## src/rtl/spi_rx_pkg.sv

```systemverilog
// Shared types and constants for the SPI DAC receiver.
// Holds the FSM state encoding, default frame/synchronizer sizes and the
// helper that sizes the bit counter so it can hold the value DATA_W.
package spi_rx_pkg;

  typedef enum logic [1:0] {
    IDLE   = 2'd0,
    ACTIVE = 2'd1,
    FULL   = 2'd2
  } state_e;

  localparam int DEF_DATA_W      = 8;
  localparam int DEF_SYNC_STAGES = 2;

  // Counter must reach DATA_W itself, hence the +1.
  function automatic int cnt_width(input int n);
    return $clog2(n + 1);
  endfunction

endpackage

```

## src/rtl/spi_sync.sv

```systemverilog
// Purpose: multi-flop synchronizer for one asynchronous pin, with edge detect.
// Latency: STAGES clk cycles to sync_o; rise_o/fall_o valid in the same cycle.
// Backpressure: none (free-running).
// Ports: clk, reset (async, active-high), async_i (raw pin),
//        sync_o (synchronized level), rise_o / fall_o (one-cycle edge pulses).
module spi_sync #(
  parameter int   STAGES  = 2,     // at least 2
  parameter logic RST_VAL = 1'b0   // idle level of the pin
) (
  input  logic clk,
  input  logic reset,
  input  logic async_i,
  output logic sync_o,
  output logic rise_o,
  output logic fall_o
);

  logic [STAGES-1:0] chain_q;
  logic              hist_q;

  always_ff @(posedge clk or posedge reset) begin
    if (reset) begin
      chain_q <= {STAGES{RST_VAL}};
      hist_q  <= RST_VAL;
    end else begin
      chain_q <= {chain_q[STAGES-2:0], async_i};
      hist_q  <= chain_q[STAGES-1];
    end
  end

  assign sync_o = chain_q[STAGES-1];
  assign rise_o = chain_q[STAGES-1] & ~hist_q;
  assign fall_o = ~chain_q[STAGES-1] & hist_q;

endmodule

```

## src/rtl/spi_dac_rx.sv

```systemverilog
// Purpose: SPI mode-0 peripheral receiver; one DATA_W-bit frame per CS_n window.
// Latency: frame lands in rx_data/rx_valid SYNC_STAGES+2 clk after the CS_n pin rises.
// Backpressure: rx_valid/rx_ready; a frame closing while rx_valid is still pending is dropped (overrun pulse).
// Ports: clk, reset (async, active-high), spi_sclk/spi_mosi/spi_cs_n (async pins),
//        rx_ready (consumer), rx_data/rx_valid (output register), busy (FSM not idle),
//        frame_err (bad bit count pulse), overrun (dropped frame pulse).
module spi_dac_rx
  import spi_rx_pkg::*;
#(
  parameter int DATA_W      = DEF_DATA_W,
  parameter int SYNC_STAGES = DEF_SYNC_STAGES
) (
  input  logic              clk,
  input  logic              reset,
  input  logic              spi_sclk,
  input  logic              spi_mosi,
  input  logic              spi_cs_n,
  input  logic              rx_ready,
  output logic [DATA_W-1:0] rx_data,
  output logic              rx_valid,
  output logic              busy,
  output logic              frame_err,
  output logic              overrun
);

  localparam int CNT_W = cnt_width(DATA_W);
  localparam logic [CNT_W-1:0] LAST_BIT = CNT_W'(DATA_W - 1);

  // Synchronized pins and edges
  logic sclk_rise, sclk_fall_unused, sclk_level_unused;
  logic cs_rise, cs_fall, cs_level_unused;
  logic s_mosi, mosi_rise_unused, mosi_fall_unused;

  spi_sync #(.STAGES(SYNC_STAGES), .RST_VAL(1'b0)) u_sync_sclk (
    .clk(clk), .reset(reset), .async_i(spi_sclk),
    .sync_o(sclk_level_unused), .rise_o(sclk_rise), .fall_o(sclk_fall_unused)
  );

  spi_sync #(.STAGES(SYNC_STAGES), .RST_VAL(1'b1)) u_sync_cs (
    .clk(clk), .reset(reset), .async_i(spi_cs_n),
    .sync_o(cs_level_unused), .rise_o(cs_rise), .fall_o(cs_fall)
  );

  spi_sync #(.STAGES(SYNC_STAGES), .RST_VAL(1'b0)) u_sync_mosi (
    .clk(clk), .reset(reset), .async_i(spi_mosi),
    .sync_o(s_mosi), .rise_o(mosi_rise_unused), .fall_o(mosi_fall_unused)
  );

  // State
  state_e              state_q, state_d;
  logic [CNT_W-1:0]    bit_cnt_q, bit_cnt_d;
  logic [DATA_W-1:0]   shift_q, shift_d;
  logic                extra_q, extra_d;
  logic                commit_q, commit_d;   // frame closed cleanly, commit next cycle
  logic                err_q, err_d;         // frame closed badly, flag next cycle
  logic [DATA_W-1:0]   rx_data_q, rx_data_d;
  logic                rx_valid_q, rx_valid_d;
  logic                frame_err_q, frame_err_d;
  logic                overrun_q, overrun_d;

  always_ff @(posedge clk or posedge reset) begin
    if (reset) begin
      state_q     <= IDLE;
      bit_cnt_q   <= '0;
      shift_q     <= '0;
      extra_q     <= 1'b0;
      commit_q    <= 1'b0;
      err_q       <= 1'b0;
      rx_data_q   <= '0;
      rx_valid_q  <= 1'b0;
      frame_err_q <= 1'b0;
      overrun_q   <= 1'b0;
    end else begin
      state_q     <= state_d;
      bit_cnt_q   <= bit_cnt_d;
      shift_q     <= shift_d;
      extra_q     <= extra_d;
      commit_q    <= commit_d;
      err_q       <= err_d;
      rx_data_q   <= rx_data_d;
      rx_valid_q  <= rx_valid_d;
      frame_err_q <= frame_err_d;
      overrun_q   <= overrun_d;
    end
  end

  always_comb begin
    state_d   = state_q;
    bit_cnt_d = bit_cnt_q;
    shift_d   = shift_q;
    extra_d   = extra_q;
    commit_d  = 1'b0;
    err_d     = 1'b0;

    unique case (state_q)
      IDLE: begin
        if (cs_fall) begin
          state_d   = ACTIVE;
          bit_cnt_d = '0;
          shift_d   = '0;
          extra_d   = 1'b0;
        end
      end
      ACTIVE: begin
        // CS_n closing wins over a coincident SCLK edge.
        if (cs_rise) begin
          state_d = IDLE;
          err_d   = 1'b1;
        end else if (sclk_rise) begin
          shift_d   = {shift_q[DATA_W-2:0], s_mosi};
          bit_cnt_d = bit_cnt_q + CNT_W'(1);
          if (bit_cnt_q == LAST_BIT) state_d = FULL;
        end
      end
      FULL: begin
        if (cs_rise) begin
          state_d = IDLE;
          if (extra_q) err_d = 1'b1;
          else         commit_d = 1'b1;
        end else if (sclk_rise) begin
          extra_d = 1'b1;
        end
      end
      default: state_d = IDLE;
    endcase

    // Output register stage; commit and error are mutually exclusive, so
    // frame_err and overrun can never pulse together.
    rx_data_d   = rx_data_q;
    rx_valid_d  = rx_valid_q;
    frame_err_d = err_q;
    overrun_d   = 1'b0;

    if (rx_valid_q && rx_ready) rx_valid_d = 1'b0;

    if (commit_q) begin
      if (rx_valid_q && !rx_ready) begin
        overrun_d = 1'b1;
      end else begin
        rx_data_d  = shift_q;
        rx_valid_d = 1'b1;
      end
    end
  end

  assign rx_data   = rx_data_q;
  assign rx_valid  = rx_valid_q;
  assign busy      = (state_q != IDLE);
  assign frame_err = frame_err_q;
  assign overrun   = overrun_q;

endmodule

```

## config.mk

```make
export PLATFORM = sky130hd
export DESIGN_NAME = spi_dac_rx
export DESIGN_NICKNAME = d
export VERILOG_FILES = /design/src/rtl/spi_rx_pkg.sv /design/src/rtl/spi_sync.sv /design/src/rtl/spi_dac_rx.sv
export SDC_FILE = /design/constraint.sdc
export NUM_CORES = 1
export LEC_CHECK = 0
export CORE_UTILIZATION = 45
export CTS_CLUSTER_DIAMETER = 200
export CTS_CLUSTER_SIZE = 12
export DETAILED_ROUTE_END_ITERATION = 12
export PLACE_DENSITY = 0.74
export RECOVER_POWER = 25
export SKIP_LAST_GASP = 1
export SLEW_MARGIN = 20
export SYNTH_ARGS = -nofsm -noshare
export SYNTH_HDL_FRONTEND = slang
export SYNTH_HIERARCHICAL = 1
export SYNTH_SLANG_ARGS = --single-unit
```

## constraint.sdc

```tcl
create_clock -name clk -period 4.29 [get_ports clk]
set_input_delay 0.429 -clock clk [delete_from_list [all_inputs] [get_ports clk]]
set_output_delay 0.429 -clock clk [all_outputs]
set_load 0.05 [all_outputs]
```

==> results of run 1 <==
## area by class of cell
class / count / area share [%]
repair buffers: 17 / 9.85
inverters: 9 / 1.96
clock buffers: 6 / 2.39
flip-flops and latches: 36 / 52.4
well taps: 44 / 3.19
clock inverters: 2 / 2.03
multi-input cells: 59 / 28.2
## cells in the final DEF, fill, tap and decap left out, types with 4 or more instances in the layout
cell,instances
mux2i_1,4
mux2_2,8
nor2b_1,4
ha_1,4
dlygate4sd3_1,5
nand2_1,6
a22o_1,9
dfrtp_1,33
nand2b_1,4
clkbuf_4,5
inv_1,9
clkdlybuf4s50_1,12
## path summary, 6_finish.rpt
path                                            from                     end  slack, ns  depth (start not counted)
worst max-delay path                      state_q[1]                    busy       1.97                          4
worst min-delay path                           err_q               frame_err       0.36                          0
worst max register to register  u_sync_cs/chain_q[1]              state_q[0]       2.63                          4
worst min register to register                 err_q               frame_err       0.36                          0
max in group asynchronous                      reset                rx_valid       2.81                          2
min in group asynchronous                      reset  u_sync_mosi/chain_q[0]       0.43                          2
## registers in the layout, indices dropped and copies added (netlist names)
signal / count
bit_cnt_q: 4
commit_q: 1
err_q: 1
extra_q: 1
frame_err: 1
overrun: 1
rx_data: 8
rx_valid: 1
shift_q: 8
state_q: 2
u_sync_cs/chain_q: 2
u_sync_cs/hist_q: 1
u_sync_mosi/chain_q: 2
u_sync_sclk/chain_q: 2
u_sync_sclk/hist_q: 1
## metal layers
| metal | GRT usage [%] | vias to the layer above |
|---|---|---|
| li1 | - | 407 |
| met1 | 20.1 | 421 |
| met2 | 23.4 | 16 |
| met3 | 4.62 | 4 |
| met4 | 10.2 | 0 |
| met5 | 0 | - |
## power breakdown
| part | internal [mW] | switching [mW] | total (mW) |
|---|---|---|---|
| registers | 0.370 | 0.0213 | 0.392 |
| logic | 0.0725 | 0.103 | 0.175 |
| clock network | 0.122 | 0.108 | 0.230 |
| total | 0.565 | 0.232 | 0.797 |
## critical path: stages, from the launching register on
cell and delay (ns):
dfrtp_1 0.39, inv_1 0.07, ha_1 0.23, inv_1 0.08, clkdlybuf4s50_1 0.79
==> impl_results.html, run 1 <==
<table>
<tr><th>Metric</th><th>Value</th></tr>
<tr><th colspan="2">Floorplanning</th></tr>
<tr><td>Core region area</td><td>slightly above 3000 um^2</td></tr>
<tr><td>Die Width</td><td>58.7 um</td></tr>
<tr><td>I/O pin total</td><td>18</td></tr>
<tr><td>Die height</td><td>58.7 um</td></tr>
<tr><td>Die ar.</td><td>3450 um^2</td></tr>
<tr><td>Starting density of the core</td><td>a little under half</td></tr>
<tr><td>Cell Rows</td><td>20</td></tr>
<tr><th colspan="2">Detailed routing</th></tr>
<tr><td>First-pass iteration count of the detailed router</td><td>2</td></tr>
<tr><td>WL final</td><td>2.14 mm</td></tr>
<tr><td>Detailed route wirelength on metal3</td><td>~76 um</td></tr>
<tr><td>Via count normalized by instance count</td><td>around 4.9</td></tr>
<tr><td>Total vias in the final route</td><td>~850</td></tr>
<tr><td>Met2 WL</td><td>1.04 mm</td></tr>
<tr><td>Wl on met1</td><td>974 um</td></tr>
<tr><td>Highest routing layer actually used</td><td>met4</td></tr>
<tr><td>Post-detailed-route DRC marker count</td><td>0</td></tr>
<tr><td>Average wire per cell in the routed design</td><td>between 10 and 15 um</td></tr>
<tr><td>Initial DRC count</td><td>12</td></tr>
<tr><td>Antenna Violating Nets Remaining</td><td>0</td></tr>
<tr><th colspan="2">Setup path</th></tr>
<tr><td>Required time at the worst-slack endpoint</td><td>approximately 3.9 ns</td></tr>
<tr><td>Type of element capturing the critical path</td><td>output pin</td></tr>
<tr><td>Worst Path Arrival</td><td>1.89 ns</td></tr>
<tr><td>Crit path launch type</td><td>register</td></tr>
<tr><td>Type of the setup path with the least slack</td><td>register to output pin</td></tr>
<tr><td>Largest fanout on the critical path</td><td>5</td></tr>
<tr><th colspan="2">Clocking</th></tr>
<tr><td>Clk pin slew, worst setup/hold paths</td><td>0.09 ns</td></tr>
<tr><td>Post-cts hold buffer count</td><td>0</td></tr>
<tr><td>Max H-tree Level</td><td>2</td></tr>
<tr><td>Post-cts repair resize count</td><td>0</td></tr>
<tr><td>Clk_lat worst skew</td><td>0.33 ns</td></tr>
<tr><td>CTS root buf</td><td>clkbuf_4</td></tr>
<tr><td>Number of buffers created by CTS</td><td>5</td></tr>
<tr><td>Number of buffers between clock root and the deepest sink</td><td>2</td></tr>
<tr><td>Number of buffers inserted by post-CTS setup repair</td><td>0</td></tr>
<tr><td>CTS tree</td><td>built</td></tr>
<tr><td>Clk sinks</td><td>36</td></tr>
<tr><th colspan="2">Timing</th></tr>
<tr><td>Final total negative setup slack</td><td>0 ns</td></tr>
<tr><td>Setup repair after global routing missed its margin</td><td>no</td></tr>
<tr><td>Worst Hold Margin</td><td>0.358 ns</td></tr>
<tr><td>Worst Skew</td><td>0.0151 ns</td></tr>
<tr><td>Least-Margin Pin Slew</td><td>just over 1 ns</td></tr>
<tr><td>Final min period</td><td>~2.3 ns</td></tr>
<tr><td>Worst slew slack as a fraction of its limit</td><td>30.9%</td></tr>
<tr><td>Final worst-path cycle share</td><td>54.0%</td></tr>
<tr><td>Maximum clock rate</td><td>0.431 GHz</td></tr>
<tr><td>Final Max Slew Viols</td><td>0</td></tr>
<tr><td>Number of failing hold endpoints at the final stage</td><td>0</td></tr>
<tr><td>Total of endpoints with negative setup slack in the final report</td><td>0</td></tr>
<tr><td>Setup slack after layout</td><td>1.97 ns</td></tr>
<tr><th colspan="2">Yosys</th></tr>
<tr><td>Combined area of all synthesized cells</td><td>1450 um^2</td></tr>
<tr><td>Total nets after synthesis</td><td>116</td></tr>
<tr><td>Post-synthesis area per instance</td><td>13.7 um^2</td></tr>
<tr><td>Number of standard cells after synthesis</td><td>106</td></tr>
<tr><td>Ys Warns</td><td>6</td></tr>
<tr><th colspan="2">Pwr</th></tr>
<tr><td>Ratio of total power to cell area</td><td>461 nW/um^2</td></tr>
<tr><td>Static power due to leakage</td><td>0.832 nW</td></tr>
<tr><td>Total power of the final layout</td><td>0.797 mW</td></tr>
<tr><td>Largest voltage drop on the vdd net</td><td>0.192 mV</td></tr>
<tr><th colspan="2">Finish</th></tr>
<tr><td>Fraction of layout cells with a size suffix above 1</td><td>between 10% and 20%</td></tr>
<tr><td>Total of fill cells in the finished design</td><td>280</td></tr>
<tr><td>Fraction of the core area covered by cells at the end of the flow</td><td>56.6%</td></tr>
<tr><td>Relative area change from synthesis to final layout</td><td>19.3%</td></tr>
<tr><td># diodes</td><td>0</td></tr>
<tr><td>Final-stage net count</td><td>between 100 and 150</td></tr>
<tr><td>Fin area</td><td>1730 um^2</td></tr>
<tr><td>Total area of multi-input combinational cells</td><td>488 um^2</td></tr>
<tr><td>Register area</td><td>between 900 and 1000 um^2</td></tr>
<tr><td>Count of non-filler cells in the finished layout</td><td>173</td></tr>
<tr><th colspan="2">GRT</th></tr>
<tr><td>Antenna violations before repair</td><td>0</td></tr>
<tr><td>Maximum number of pins on one net before global-route repair</td><td>29</td></tr>
<tr><td>GRT Total Usage</td><td>15.8%</td></tr>
<tr><td>Wire length of the first global-routing pass</td><td>3.86 mm</td></tr>
<tr><td>Vias in the first global route</td><td>around 860</td></tr>
<tr><td>Aggregate global routing overflow</td><td>0</td></tr>
<tr><th colspan="2">Worst hold path</th></tr>
<tr><td>Class of the tightest hold or removal check</td><td>register to register</td></tr>
<tr><th colspan="2">Place</th></tr>
<tr><td>Placement Setup Slack</td><td>2.33 ns</td></tr>
<tr><td>HPWL reported at the end of detailed placement</td><td>1.52 mm</td></tr>
<tr><td>Cell total after placement</td><td>165</td></tr>
<tr><td>Routability-driven placement congestion ratio</td><td>0.858</td></tr>
<tr><td>DP Area</td><td>1650 um^2</td></tr>
<tr><td>Buffers on Ports</td><td>17</td></tr>
<tr><th colspan="2">Outcome</th></tr>
<tr><td>Outcome</td><td>complete, no violations</td></tr>
<tr><th colspan="2">Job</th></tr>
<tr><td>Number of violations of the max-capacitance limit</td><td>0</td></tr>
</table>
(Power assumes the default switching activity.)
==> run 2: changes to the inputs <==
--- a/config.mk
+++ b/config.mk
@@ -9,7 +9,7 @@
 export CTS_CLUSTER_DIAMETER = 200
 export CTS_CLUSTER_SIZE = 12
 export DETAILED_ROUTE_END_ITERATION = 12
-export PLACE_DENSITY = 0.74
+export PLACE_DENSITY = 0.76
 export RECOVER_POWER = 25
 export SKIP_LAST_GASP = 1
 export SLEW_MARGIN = 20
==> constraint.sdc (replaced) <==
create_clock -name clk -period 1.92 [get_ports clk]
set_input_delay 0.192 -clock clk [delete_from_list [all_inputs] [get_ports clk]]
set_output_delay 0.192 -clock clk [all_outputs]
set_load 0.05 [all_outputs]
==> impl_results.html, run 2 (synthesized netlist as in run 1, its figures left out) <==
<table>
<tr><th>Metric</th><th>Value</th></tr>
<tr><th colspan="2">Outcome</th></tr>
<tr><td>Outcome</td><td>complete, no violations (unchanged)</td></tr>
<tr><th colspan="2">Detailed routing</th></tr>
<tr><td>Via count normalized by instance count</td><td>4.87 (was 4.90)</td></tr>
<tr><td>First-pass iteration count of the detailed router</td><td>4 (was 2)</td></tr>
<tr><td>WL final</td><td>2.12 mm (was 2.14 mm)</td></tr>
<tr><td>Antenna Violating Nets Remaining</td><td>0 (unchanged)</td></tr>
<tr><td>Average wire per cell in the routed design</td><td>12.2 um (was 12.4 um)</td></tr>
<tr><td>Initial DRC count</td><td>15 (was 12)</td></tr>
<tr><td>Post-detailed-route DRC marker count</td><td>0 (unchanged)</td></tr>
<tr><td>Total vias in the final route</td><td>847 (was 848)</td></tr>
<tr><th colspan="2">GRT</th></tr>
<tr><td>Aggregate global routing overflow</td><td>0 (unchanged)</td></tr>
<tr><td>Maximum number of pins on one net before global-route repair</td><td>29 (unchanged)</td></tr>
<tr><td>Antenna violations before repair</td><td>0 (unchanged)</td></tr>
<tr><td>Wire length of the first global-routing pass</td><td>3.69 mm (was 3.86 mm)</td></tr>
<tr><td>Vias in the first global route</td><td>831 (was 856)</td></tr>
<tr><td>GRT Total Usage</td><td>15.0% (was 15.8%)</td></tr>
<tr><th colspan="2">Clocking</th></tr>
<tr><td>Post-cts hold buffer count</td><td>0 (unchanged)</td></tr>
<tr><td>Number of buffers created by CTS</td><td>5 (unchanged)</td></tr>
<tr><td>CTS tree</td><td>built (unchanged)</td></tr>
<tr><td>Post-cts repair resize count</td><td>0 (unchanged)</td></tr>
<tr><td>Number of buffers between clock root and the deepest sink</td><td>2 (unchanged)</td></tr>
<tr><td>Clk pin slew, worst setup/hold paths</td><td>0.10 ns (was 0.09 ns)</td></tr>
<tr><td>Number of buffers inserted by post-CTS setup repair</td><td>0 (unchanged)</td></tr>
<tr><td>Clk_lat worst skew</td><td>0.34 ns (was 0.33 ns)</td></tr>
<tr><td>Max H-tree Level</td><td>2 (unchanged)</td></tr>
<tr><td>Clk sinks</td><td>36 (unchanged)</td></tr>
<tr><td>CTS root buf</td><td>clkbuf_4 (unchanged)</td></tr>
<tr><th colspan="2">Pwr</th></tr>
<tr><td>Net switching power</td><td>0.534 mW (was 0.232 mW)</td></tr>
<tr><td>Static power due to leakage</td><td>0.837 nW (was 0.832 nW)</td></tr>
<tr><td>Ratio of total power to cell area</td><td>1030 nW/um^2 (was 461 nW/um^2)</td></tr>
<tr><td>Relative contribution of combinational cells to total power</td><td>22.1% (was 22.0%)</td></tr>
<tr><td>Net Sw Frac</td><td>29.8% (was 29.1%)</td></tr>
<tr><td>Total internal power</td><td>1.26 mW (was 0.565 mW)</td></tr>
<tr><td>Largest voltage drop on the vdd net</td><td>0.505 mV (was 0.192 mV)</td></tr>
<tr><td>Part of the power in registers</td><td>49.0% (was 49.1%)</td></tr>
<tr><td>Fraction of power consumed by the clock network</td><td>29.0% (was 28.9%)</td></tr>
<tr><th colspan="2">Timing</th></tr>
<tr><td>Least-Margin Pin Slew</td><td>0.679 ns (was 1.03 ns)</td></tr>
<tr><td>Final Max Slew Viols</td><td>0 (unchanged)</td></tr>
<tr><td>Total of endpoints with negative setup slack in the final report</td><td>0 (unchanged)</td></tr>
<tr><td>Final min period</td><td>1.71 ns</td></tr>
<tr><td>Final worst-path cycle share</td><td>89.3%</td></tr>
<tr><td>Worst Skew</td><td>0.0114 ns (was 0.0151 ns)</td></tr>
<tr><td>Setup repair after global routing missed its margin</td><td>no (unchanged)</td></tr>
<tr><td>Maximum clock rate</td><td>0.583 GHz</td></tr>
<tr><td>Number of failing hold endpoints at the final stage</td><td>0 (unchanged)</td></tr>
<tr><td>Final total negative setup slack</td><td>0 ns (unchanged)</td></tr>
<tr><td>Worst slew slack as a fraction of its limit</td><td>54.7% (was 30.9%)</td></tr>
<tr><th colspan="2">Place</th></tr>
<tr><td>HPWL reported at the end of detailed placement</td><td>1.53 mm (was 1.52 mm)</td></tr>
<tr><td>Buffers on Ports</td><td>17 (unchanged)</td></tr>
<tr><td>Routability-driven placement congestion ratio</td><td>0.815 (was 0.858)</td></tr>
<tr><td>DP Area</td><td>1660 um^2 (was 1650 um^2)</td></tr>
<tr><th colspan="2">Finish</th></tr>
<tr><td>Fin area</td><td>1730 um^2 (about the same)</td></tr>
<tr><td>Most common cell after layout, fill and taps aside</td><td>dfrtp_1 (unchanged)</td></tr>
<tr><td># diodes</td><td>0 (unchanged)</td></tr>
<tr><td>Fraction of the core area covered by cells at the end of the flow</td><td>56.8% (was 56.6%)</td></tr>
<tr><td>Relative area change from synthesis to final layout</td><td>19.7% (was 19.3%)</td></tr>
<tr><td>Total of fill cells in the finished design</td><td>258 (was 280)</td></tr>
<tr><td>Final-stage net count</td><td>139 (was 138)</td></tr>
<tr><td>Fraction of layout cells with a size suffix above 1</td><td>20.0% (was 17.1%)</td></tr>
<tr><td>Commonest non-fill, non-tap cells in the layout</td><td>dfrtp_1 (33), clkdlybuf4s50_1 (12), a22o_1 (9), inv_1 (9), mux2_2 (8) (unchanged)</td></tr>
<tr><th colspan="2">Floorplanning</th></tr>
<tr><td>Die height</td><td>58.7 um (unchanged)</td></tr>
<tr><td>I/O pin total</td><td>18 (unchanged)</td></tr>
<tr><td>Die ar.</td><td>3450 um^2 (unchanged)</td></tr>
<tr><td>Cell Rows</td><td>20 (unchanged)</td></tr>
<tr><td>Starting density of the core</td><td>47.5% (unchanged)</td></tr>
<tr><td>Core region area</td><td>3050 um^2 (unchanged)</td></tr>
<tr><td>Die Width</td><td>58.7 um (unchanged)</td></tr>
<tr><th colspan="2">Setup path</th></tr>
<tr><td>Critical path depth in cells</td><td>1 (was 4)</td></tr>
<tr><td>Type of element capturing the critical path</td><td>output pin (unchanged)</td></tr>
<tr><td>Reg2reg setup slack</td><td>0.30 ns (was 2.63 ns)</td></tr>
<tr><td>Launch instance of the worst register-to-register path</td><td>state_q[1] (was u_sync_cs/chain_q[1])</td></tr>
<tr><td>Worst Path Arrival</td><td>1.52 ns (was 1.89 ns)</td></tr>
<tr><td>Cells along the critical path</td><td>clkdlybuf4s50_1 (was inv_1 -&gt; ha_1 -&gt; inv_1 -&gt; clkdlybuf4s50_1)</td></tr>
<tr><td>Worst reg2reg path endpoint</td><td>bit_cnt_q[0] (was state_q[0])</td></tr>
<tr><td>Type of the setup path with the least slack</td><td>register to output pin (unchanged)</td></tr>
<tr><td>Worst path bufs/invs</td><td>1 (was 3)</td></tr>
<tr><td>Largest fanout on the critical path</td><td>2 (was 5)</td></tr>
<tr><td>Delay contributed by the slowest stage of the critical path</td><td>0.81 ns (was 0.79 ns)</td></tr>
<tr><td>Required time at the worst-slack endpoint</td><td>1.73 ns (was 3.86 ns)</td></tr>
<tr><td>Crit path launch type</td><td>register (unchanged)</td></tr>
<tr><td>Reg2Reg Depth</td><td>5 (was 4)</td></tr>
<tr><td>Cell type group with the largest total delay on the critical path</td><td>buffers and inverters (unchanged)</td></tr>
<tr><td>Slowest stage cell, crit path</td><td>clkdlybuf4s50_1 (unchanged)</td></tr>
<tr><th colspan="2">Job</th></tr>
<tr><td>Number of violations of the max-capacitance limit</td><td>0 (unchanged)</td></tr>
<tr><th colspan="2">Worst hold path</th></tr>
<tr><td>Class of the tightest hold or removal check</td><td>input pin to async pin (was register to register)</td></tr>
</table>
-- run 2: cell count changes in the layout (fill, tap and decap cells not counted), sizes merged --
cell,change
clkinvlp,+1
buf,+1
dlygate4sd3,-1
-- run 2: per-stage QoR --
stage | worst slack [ns] | cells | total power [mW] | hold slack [ns]
after global placement | 0.358 | 166 | 1.27 | 0.334
final | 0.206 | 174 | 1.79 | 0.201
after floorplan | 0.407 | 106 | 1.23 | -0.0668
after global routing | 0.147 | 174 | 1.91 | 0.185
after CTS | 0.193 | 174 | 1.82 | 0.0612
after detailed placement | 0.312 | 166 | 1.30 | 0.339
-- run 2: how the worst max path moves through the flow --
| stage | startpoint | end | slack, ns |
|---|---|---|---|
| final | rx_data[0] | rx_data[0] | 0.21 |
| after global routing | rx_data[5] | rx_data[5] | 0.15 |
| after global placement | state_q[1] | bit_cnt_q[0] | 0.36 |
| after detailed placement | state_q[1] | bit_cnt_q[0] | 0.31 |
| after CTS | rx_data[0] | rx_data[0] | 0.19 |
| after floorplan | state_q[0] | bit_cnt_q[0] | 0.41 |
-- run 2: area by class of cell --
cell class | count | area [um^2] | share of cell area, %
Sequential cell | 36 | 905 | 52.2
Clock buffer | 5 | 37.5 | 2.16
Multi-Input combinational cell | 59 | 488 | 28.1
Clock inverter | 3 | 42.5 | 2.45
Tap cell | 44 | 55.1 | 3.17
Timing Repair Buffer | 18 | 173 | 9.96
Inverter | 9 | 33.8 | 1.95
-- run 2: power by group through the flow --
stage | Sequential [mW] | Combinational (mW) | Clock [mW]
floorplan | 0.888 | 0.340 | 0
global placement | 0.888 | 0.383 | 0
detailed placement | 0.890 | 0.406 | 0
CTS | 0.879 | 0.403 | 0.540
global route | 0.893 | 0.435 | 0.580
finish | 0.878 | 0.396 | 0.520
-- run 2: metal layers --
metal | share of wire, % | track usage (%) | wire length (um) | vias to the layer above
li1 | - | - | - | 409
met1 | 45 | 19.1 | 943 | 412
met2 | 49 | 21.8 | 1030 | 22
met3 | 5.4 | 6.81 | 115 | 4
met4 | 1.2 | 7.14 | 26 | 0
met5 | 0 | 0 | 0 | -
